**src/rtl/carryadder_chain.sv**
```systemverilog
// carryadder_chain: multi-byte add sequencer driving an 8-bit carry adder.
// A BYTES-wide command is split into byte adds, LSB first. The carry is
// chained through the adder, and the byte sums and flags are collected into
// one wide result that is returned over a valid/ready handshake.
// Optional feature: define CARRYADDER_CHAIN_TIMEOUT_EN to abort a byte whose
// tx_ready does not arrive within TIMEOUT WAIT cycles. The result is then
// flagged through res_error.
module carryadder_chain #(
    parameter int BYTES   = 4,
    parameter int TIMEOUT = 16
) (
    input  logic                 aclk,
    input  logic                 aresetn,
    // command side
    input  logic                 cmd_valid,
    output logic                 cmd_ready,
    input  logic [8*BYTES-1:0]   cmd_a,
    input  logic [8*BYTES-1:0]   cmd_b,
    input  logic                 cmd_carryin,
    // result side
    output logic                 res_valid,
    input  logic                 res_ready,
    output logic [8*BYTES-1:0]   res_sum,
    output logic                 res_carry,
    output logic                 res_zero,
    output logic                 res_error,
    // adder request side
    output logic                 rx_enable,
    output logic                 rx_write,
    output logic                 rx_strobe,
    output logic                 rx_carryflag,
    output logic [7:0]           rx_addend0,
    output logic [7:0]           rx_addend1,
    // adder response side
    input  logic [7:0]           tx_sum,
    input  logic                 tx_carryflag,
    input  logic                 tx_zeroflag,
    input  logic                 tx_ready
);

    localparam int N     = 8 * BYTES;
    localparam int IDX_W = (BYTES > 1) ? $clog2(BYTES) : 1;

    typedef enum logic [1:0] {
        S_IDLE  = 2'd0,
        S_ISSUE = 2'd1,
        S_WAIT  = 2'd2,
        S_DONE  = 2'd3
    } state_t;

    state_t           state;
    state_t           state_next;

    logic [N-1:0]     a_q;
    logic [N-1:0]     b_q;
    logic [N-1:0]     sum_q;
    logic             carry_q;
    logic             zero_q;
    logic [IDX_W-1:0] idx_q;
    logic             valid_q;

    logic             accept;
    logic             last_byte;
    logic             timeout_hit;
    logic             active;
    logic [7:0]       a_byte;
    logic [7:0]       b_byte;

    assign accept    = (state == S_IDLE) && cmd_valid;
    assign last_byte = (idx_q == IDX_W'(BYTES - 1));
    assign a_byte    = a_q[{idx_q, 3'b000} +: 8];
    assign b_byte    = b_q[{idx_q, 3'b000} +: 8];

`ifdef CARRYADDER_CHAIN_TIMEOUT_EN
    localparam int CNT_W = $clog2(TIMEOUT + 1);

    logic [CNT_W-1:0] wait_cnt;
    logic             error_q;

    // WAIT-cycle counter. It is held at zero outside WAIT, so it restarts for every byte.
    always_ff @(posedge aclk or negedge aresetn) begin
        if (!aresetn) begin
            wait_cnt <= '0;
        end else if (state != S_WAIT) begin
            wait_cnt <= '0;
        end else if (!tx_ready) begin
            wait_cnt <= wait_cnt + 1'b1;
        end
    end

    // The abort fires on the last allowed WAIT cycle, and only if tx_ready is still absent.
    assign timeout_hit = (state == S_WAIT) && !tx_ready
                         && (wait_cnt == CNT_W'(TIMEOUT - 1));

    // Error flag: cleared when a command is accepted, set when a byte is aborted.
    always_ff @(posedge aclk or negedge aresetn) begin
        if (!aresetn) begin
            error_q <= 1'b0;
        end else if (accept) begin
            error_q <= 1'b0;
        end else if (timeout_hit) begin
            error_q <= 1'b1;
        end
    end

    assign res_error = error_q;
`else
    assign timeout_hit = 1'b0;
    assign res_error   = 1'b0;
`endif

    // State register.
    // NOTE: sequential state uses non-blocking (<=) so every flop samples pre-edge values.
    always_ff @(posedge aclk or negedge aresetn) begin
        if (!aresetn) begin
            state <= S_IDLE;
        end else begin
            state <= state_next;
        end
    end

    // Next-state logic: ISSUE lasts one cycle, and WAIT leaves on the first tx_ready.
    always_comb begin
        // NOTE: default first, so no path through the case leaves state_next unassigned (no latch).
        state_next = state;
        case (state)
            S_IDLE:  if (cmd_valid) state_next = S_ISSUE;
            S_ISSUE: state_next = S_WAIT;
            S_WAIT: begin
                if (tx_ready) begin
                    state_next = last_byte ? S_DONE : S_ISSUE;
                end else if (timeout_hit) begin
                    state_next = S_DONE;
                end
            end
            S_DONE:  if (valid_q && res_ready) state_next = S_IDLE;
            default: state_next = S_IDLE;
        endcase
    end

    // Operand capture, byte-result collection and carry/zero chaining.
    // NOTE: operand and result registers all reset, so no stale command is ever visible.
    always_ff @(posedge aclk or negedge aresetn) begin
        if (!aresetn) begin
            a_q     <= '0;
            b_q     <= '0;
            sum_q   <= '0;
            carry_q <= 1'b0;
            zero_q  <= 1'b0;
            idx_q   <= '0;
        end else begin
            case (state)
                S_IDLE: begin
                    if (cmd_valid) begin
                        a_q     <= cmd_a;
                        b_q     <= cmd_b;
                        sum_q   <= '0;
                        carry_q <= cmd_carryin;
                        zero_q  <= 1'b1;
                        idx_q   <= '0;
                    end
                end
                S_WAIT: begin
                    if (tx_ready) begin
                        sum_q[{idx_q, 3'b000} +: 8] <= tx_sum;
                        carry_q <= tx_carryflag;
                        zero_q  <= zero_q & tx_zeroflag;
                        if (!last_byte) idx_q <= idx_q + 1'b1;
                    end else if (timeout_hit) begin
                        zero_q <= 1'b0;
                    end
                end
                default: ;
            endcase
        end
    end

    // Result-valid flop. The wide result settles for one DONE cycle and is then presented from a register.
    always_ff @(posedge aclk or negedge aresetn) begin
        if (!aresetn) begin
            valid_q <= 1'b0;
        end else begin
            valid_q <= (state == S_DONE) && !(valid_q && res_ready);
        end
    end

    // Output decode: adder request signals are driven only while a byte is in flight.
    always_comb begin
        active       = (state == S_ISSUE) || (state == S_WAIT);
        cmd_ready    = (state == S_IDLE);
        rx_enable    = active;
        rx_write     = (state == S_ISSUE);
        rx_strobe    = (state == S_ISSUE);
        rx_carryflag = active & carry_q;
        rx_addend0   = active ? a_byte : 8'h00;
        rx_addend1   = active ? b_byte : 8'h00;
        res_valid    = valid_q;
        res_sum      = sum_q;
        res_carry    = carry_q;
        res_zero     = zero_q;
    end

endmodule
```
**config.mk**
```make
export PLATFORM = sky130hd
export DESIGN_NAME = carryadder_chain
export DESIGN_NICKNAME = d
export VERILOG_FILES = /design/src/rtl/carryadder_chain.sv
export SDC_FILE = /design/constraint.sdc
export NUM_CORES = 1
export LEC_CHECK = 0
export ABC_CLOCK_PERIOD_IN_PS = 2500
export BUFFER_PORTS_ARGS = -buffer_cell sky130_fd_sc_hd__buf_4
export CELL_PAD_IN_SITES_DETAIL_PLACEMENT = 0
export CELL_PAD_IN_SITES_GLOBAL_PLACEMENT = 1
export CORE_ASPECT_RATIO = 1.25
export CORE_MARGIN = 4
export CORE_UTILIZATION = 42
export DETAILED_ROUTE_END_ITERATION = 7
export PLACE_DENSITY_LB_ADDON = 0.1
export SYNTH_ARGS = -nofsm -noshare
export SYNTH_HDL_FRONTEND = slang
export SYNTH_SLANG_ARGS = --single-unit
```
**constraint.sdc**
```tcl
create_clock -name aclk -period 2.5 [get_ports aclk]
set_clock_uncertainty 0.2 [all_clocks]
set_input_delay 0.25 -clock aclk [delete_from_list [all_inputs] [get_ports aclk]]
set_output_delay 0.25 -clock aclk [all_outputs]
set_load 0.005 [all_outputs]
```
# Yosys cells after proc, flatten, opt, wreduce, memory -nomap -nowiden
# Cells that the tools add are included.
# op_classes
n_addsub	2
eq_ne	8
shift	4
mux	21
n_bitwise	2
n_reduce_logical	10
# op_table
op	count
$mux W32	2
$pmux W32 S2	1
$shiftx A32 B6 Y8	2
$bwmux W32	1
$shift A8 B7 Y32 const A	1
$shiftx A8 B7 Y32	1
$mux W8	2
$mux W2	7
$ne A2 B2 Y1 const B	4
$pmux W2 S4	1
$neg A5 Y7	1
$eq A2 B2 Y1 const B	3
$reduce_and A3 Y1	2
$mux W1	4
$pmux W1 S2	2
$pmux W2 S2	1
$reduce_and A4 Y1	1
$add A2 B1 Y2 const B	1
$and A1 B1 Y1	2
$eq A2 B1 Y1 const B	1
$logic_and A1 B1 Y1	2
$logic_not A2 Y1	1
$reduce_and A2 Y1	1
$reduce_bool A2 Y1	1
other kinds (2)	2
# totals
regBits	103
input_bits	80
output_inout_bits	57
elab_cells	55

# Logic depth before layout (Yosys ltp)
# depth
depth_word	5
depth_mapped	8
mapped_depth_nobuf	5

# Worst setup path before layout
# No wires, ideal clock.
# synth_path
path_type	reg-to-reg
start	register idx_q[1]
end	register sum_q[10], in the netlist res_sum[10]
setup_time_ns	0.125
t_arrival_ns	1.796
t_required_ns	2.175
setup_slack_ns	0.380
path_stages_with_launch	8
n_path_buf	2
synth_period_minus_slack_ns	2.120
path_cell_list	dfrtp_1 -> buf_2 -> buf_2 -> inv_1 -> ha_1 -> and2_0 -> and3_1 -> mux2_2
# synth_via
elab_chain_cells	5
elab_cells_between_ends	6
classes_between	1 x add/sub; 2 x shift; 3 x mux
# synth_rtl
element	line	rtl
start: declaration	59	logic [IDX_W-1:0] idx_q;
start signal: assignment	168	if (!last_byte) idx_q <= idx_q + 1'b1;
$neg A5 Y7 *	165	sum_q[{idx_q, 3'b000} +: 8] <= tx_sum;
$shiftx A8 B7 Y32 / $shift A8 B7 Y32 (equally long branches)	165	
$bwmux W32 *	165	
$mux W32 *	164	if (tx_ready) begin
$pmux W32 S2 *	152	case (state)
end signal: indexed assignment	165	
end: declaration	56	logic [N-1:0] sum_q;
# Mark *: on every way between the ends. The rest lies on a longest branch, timed or not. The select of a mux whose other input is x is not followed.
# A chain may end at the register's enable or synchronous reset.

# Worst setup path in the final report
# layout_path
start	register idx_q[0]
end	output rx_addend1[0]
# layout_via
elab_chain_cells	2
# layout_rtl
element	line	rtl
$shiftx A32 B6 Y8	72	assign b_byte = b_q[{idx_q, 3'b000} +: 8];
$mux W8	196	rx_addend1 = active ? b_byte : 8'h00;
end: declaration	33	output logic [7:0] rx_addend1,
# Every way passes these cells.

==> results.md <==
Critical path:
- The kind of cell with the highest combined delay along the critical path is multiplexers.
- The required time of the critical path is 2.05 ns.
- The start of the worst register-to-register path is state[0].
- By startpoint and endpoint, the worst setup path is classified as reg2out.
- Counting both buffers and inverters, the worst setup path holds a total of 2.
- For the worst flop-to-flop path, the logic depth is 5.
- Traced cell by cell, the critical path runs through buf_4 > mux4_2 > and2_1 > buf_4.
- The start point of the critical path is idx_q[0].
- The worst setup path is captured at a primary output.
- The kind of start point of the critical path is a register.
- The slowest cell on the critical path is mux4_2.
- The worst stage delay on the critical path is 0.51 ns.
- The worst register-to-register path ends at res_sum[24].
- The register-to-register setup slack is 0.35 ns.
- Of all nets on the critical path, the largest fanout is 9.
- Counting stages on the worst path, the most repeated cell is buf_4.
- At the worst endpoint, the arrival time is 1.82 ns.

Power and ir drop:
- The leakage power is 3.336 nW.
- Across the VDD grid, the largest voltage drop is 0.5602 mV.
- The power after layout is 7.271 mW.
- Power spread over the standard cell area amounts to approximately 1000 nW/µm².

Run status:
- The run finished with clean final reports.

Detailed routing:
- The mean number of vias per cell is 5.020.
- Before antenna repair, the detailed router went through 4 iterations.
- Once detail routing completed, the nets flagged for antenna violations numbered 0.
- Detailed routing inserted a total of ~3400 vias.
- For this run, design rule violations remaining after detail routing come to 0.
- The final wirelength is roughly 12 mm.
- The first routing iteration left between 90 and 100 violations.
- The routed wirelength normalized by instance count is between 15 and 20 µm.

STA:
- The worst pin sits at a relative slew slack of 50.89%.
- The highest achievable clock rate is roughly 440 MHz.
- The final setup violation count is 0.
- For the pin with the worst max-slew slack, the measured transition is 0.7366 ns.
- Of the available clock period, the critical path in the final layout requires 90.64%.
- The final max-slew violation count is 0.
- Setup total negative slack on the finished layout was measured at 0 ns.
- The final critical path time including I/O delays and setup is 2.266 ns.
- The final hold violation count is 0.
- Setup repair after global routing left no endpoint under its margin.

Hold path:
- Along the worst hold path, the cell count comes to 2.
- The worst hold path terminates at res_valid.
- In this run the most critical hold path is launched from res_ready.
- The worst hold path belongs to the class in2reg.

GRT:
- After global routing the overflow that remains totals 0.
- Global routing used 18.63% of the available tracks across all layers.
- The first global-routing pass estimated roughly 20 mm of wire.
- The initial antenna violation count is 0.
- Entering global routing, the biggest net connects 66 pins.
- The number of global-route vias before repair is 3846.

Floorplanning:
- In this run the core area contains 43 standard-cell rows.
- During I/O placement, the number of pins put on the boundary was 137.
- The die width is between 100 and 150 µm.
- The die covers 13230 µm².
- The core area is 11140 µm².
- The die is between 100 and 150 µm tall.
- For this configuration, the core starts out at a cell density of 43.17%.

Synthesis:
- The share of synthesized area in the top cell type comes to 53.60%.
- A synthesized cell averages around 14 µm².
- In the synthesized netlist, the number of instances is approximately 330.
- After synthesis the cells add up to just under 5000 µm².
- The net count of the mapped netlist is 422.
- The number of distinct library cells after synthesis is 34.
- In the post-synthesis netlist, the biggest area contributors are dfrtp_1 (54%), mux2_2 (19%), mux4_2 (7.5%), and2_1 (2.3%), ha_1 (2.3%).
- Sequential cells were found to cover 53.60% of the synthesized design area.
- The flop and latch count out of synthesis is approximately 100.
- The count of warnings emitted by yosys is 0.
- Of all cell types, the one taking the most synthesized area is dfrtp_1.

Place:
- The routability congestion estimate from global placement is slightly below 0.8.
- Buffers placed on the I/O ports in this run total approximately 140.
- The cell area reported after detailed placement is 5983 µm².
- The placed wire-length estimate is 8.043 mm.

Final layout:
- In the final design database the tool counted roughly 630 nets.
- The library cell used most frequently in the layout, excluding fill and tap cells, is buf_4.
- Of the cells placed in the final design, the portion with a size suffix greater than 1 is 48.55%.
- The repair_antennas step left the layout with diodes totalling 0.
- Leaving out fill and tap cells, the most frequent cells in the layout are buf_4 (144), dfrtp_1 (103), mux2_2 (80).
- Cells fill a little under two thirds of the core in the end.
- The relative area change from synthesis to final layout is 47.25%.
- Summing all non-filler instances in the final layout gives an area of 7081 µm².

Clocking:
- The post-CTS setup repair buffer count is 0.
- The maximum clock insertion buffer count is 2.
- Counting the buffers created by CTS gives 9.
- The clock tree synthesis step divided the H-tree into 3 levels.
- The clock sink count is 103.
- The CTS tree is done.
- After clock tree synthesis, the clock-pin slew on the worst setup and hold paths is approximately 0.070 ns.
- The later-pin clock latency in the skew report is between 0.3 and 0.4 ns.
- Clock tree synthesis selected as its root buffer the cell clkbuf_16.

Flow run:
- The max capacitance violation total is 0.
power breakdown:
part           internal [mW]  total, mW  switching, mW
combinational           1.82       3.03           1.21
clock                   1.03       1.63          0.599
sequential              2.30       2.61          0.316
total                   5.14       7.27           2.13
per-stage QoR:
| step | hold WS [ns] | setup WS (ns) | cells |
|---|---|---|---|
| after floorplan | -0.2456 | 0.3796 | 333 |
| after global placement | 0.1597 | 0.4321 | 595 |
| after detailed placement | 0.1642 | 0.3536 | 595 |
| after CTS | 0.0002242 | 0.2102 | 685 |
| after global routing | 0.03543 | 0.1542 | 685 |
| final | 0.006243 | 0.2341 | 685 |
registers in the layout, indices dropped and copies added, names as in the netlist:
| register | flops |
|---|---|
| state | 2 |
| b_q | 32 |
| idx_q | 2 |
| res_sum | 32 |
| res_valid | 1 |
| a_q | 32 |
| res_carry | 1 |
| res_zero | 1 |
worst max path at each step:
stage	end	slack, ns	cells after the start
2_1_floorplan	res_sum[10]	0.38	7
3_5_place_dp	res_sum[26]	0.35	5
5_1_grt	rx_addend0[4]	0.15	4
3_3_place_gp	res_sum[13]	0.43	5
6_report	rx_addend1[0]	0.23	4
4_1_cts	rx_addend0[4]	0.21	4
what timing repair did:
| item | in CTS | in global routing |
|---|---|---|
| hold endpoints to repair | 133 | 0 |
| setup endpoints to repair | 0 | 0 |
| gates resized for setup | 0 | 0 |
| hold buffers | 74 | 0 |
area by class of cell:
class | instances | area, µm²
clock inverter | 5 | 103.9
clock buffer | 11 | 252.7
fill | 869 | 4056
inverter | 12 | 45.04
multi-input combinational | 199 | 2071
tap | 135 | 168.9
timing repair buffer | 220 | 1862
sequential | 103 | 2577
synth_stat cells:
master,number
nor4bb_1,1
o32ai_1,2
a31o_2,1
o21ai_0,2
mux4_2,16
mux2_2,80
mux2i_4,1
a22o_2,1
nand2_1,14
buf_6,3
and2_1,18
inv_1,12
nor2b_1,4
mux2i_1,9
clkbuf_1,3
buf_4,3
o41ai_1,1
clkbuf_2,1
a22o_1,8
o31ai_1,3
a21oi_4,3
o41a_1,1
buf_2,9
and3_1,16
and2_0,1
nand2b_1,2
conb_1,1
a21o_2,1
dfrtp_1,103
a21boi_0,1
ha_1,9
and3b_1,1
nor3_1,1
nor4_4,1
kinds of logic after synthesis:
kind of cell | after synthesis | share of synthesized area (%)
muxes | 106 | 28.57
DFF | 103 | 53.60
and+or+nand+nor | 59 | 7.364
buffers and inverters | 31 | 3.382
AOI/OAI and AO/OA | 24 | 4.658
adders and majority gates | 9 | 2.342
other | 1 | 0.07799
routing by layer:
layer,GRT usage [%],wire length (µm),up-vias
li1,-,-,1614
met1,21.06,4573,1706
met2,34.09,6384,98
met3,3.790,532,21
met4,8.372,308,0
met5,0,0,-
No activity file was read; power rests on OpenSTA's default activity.
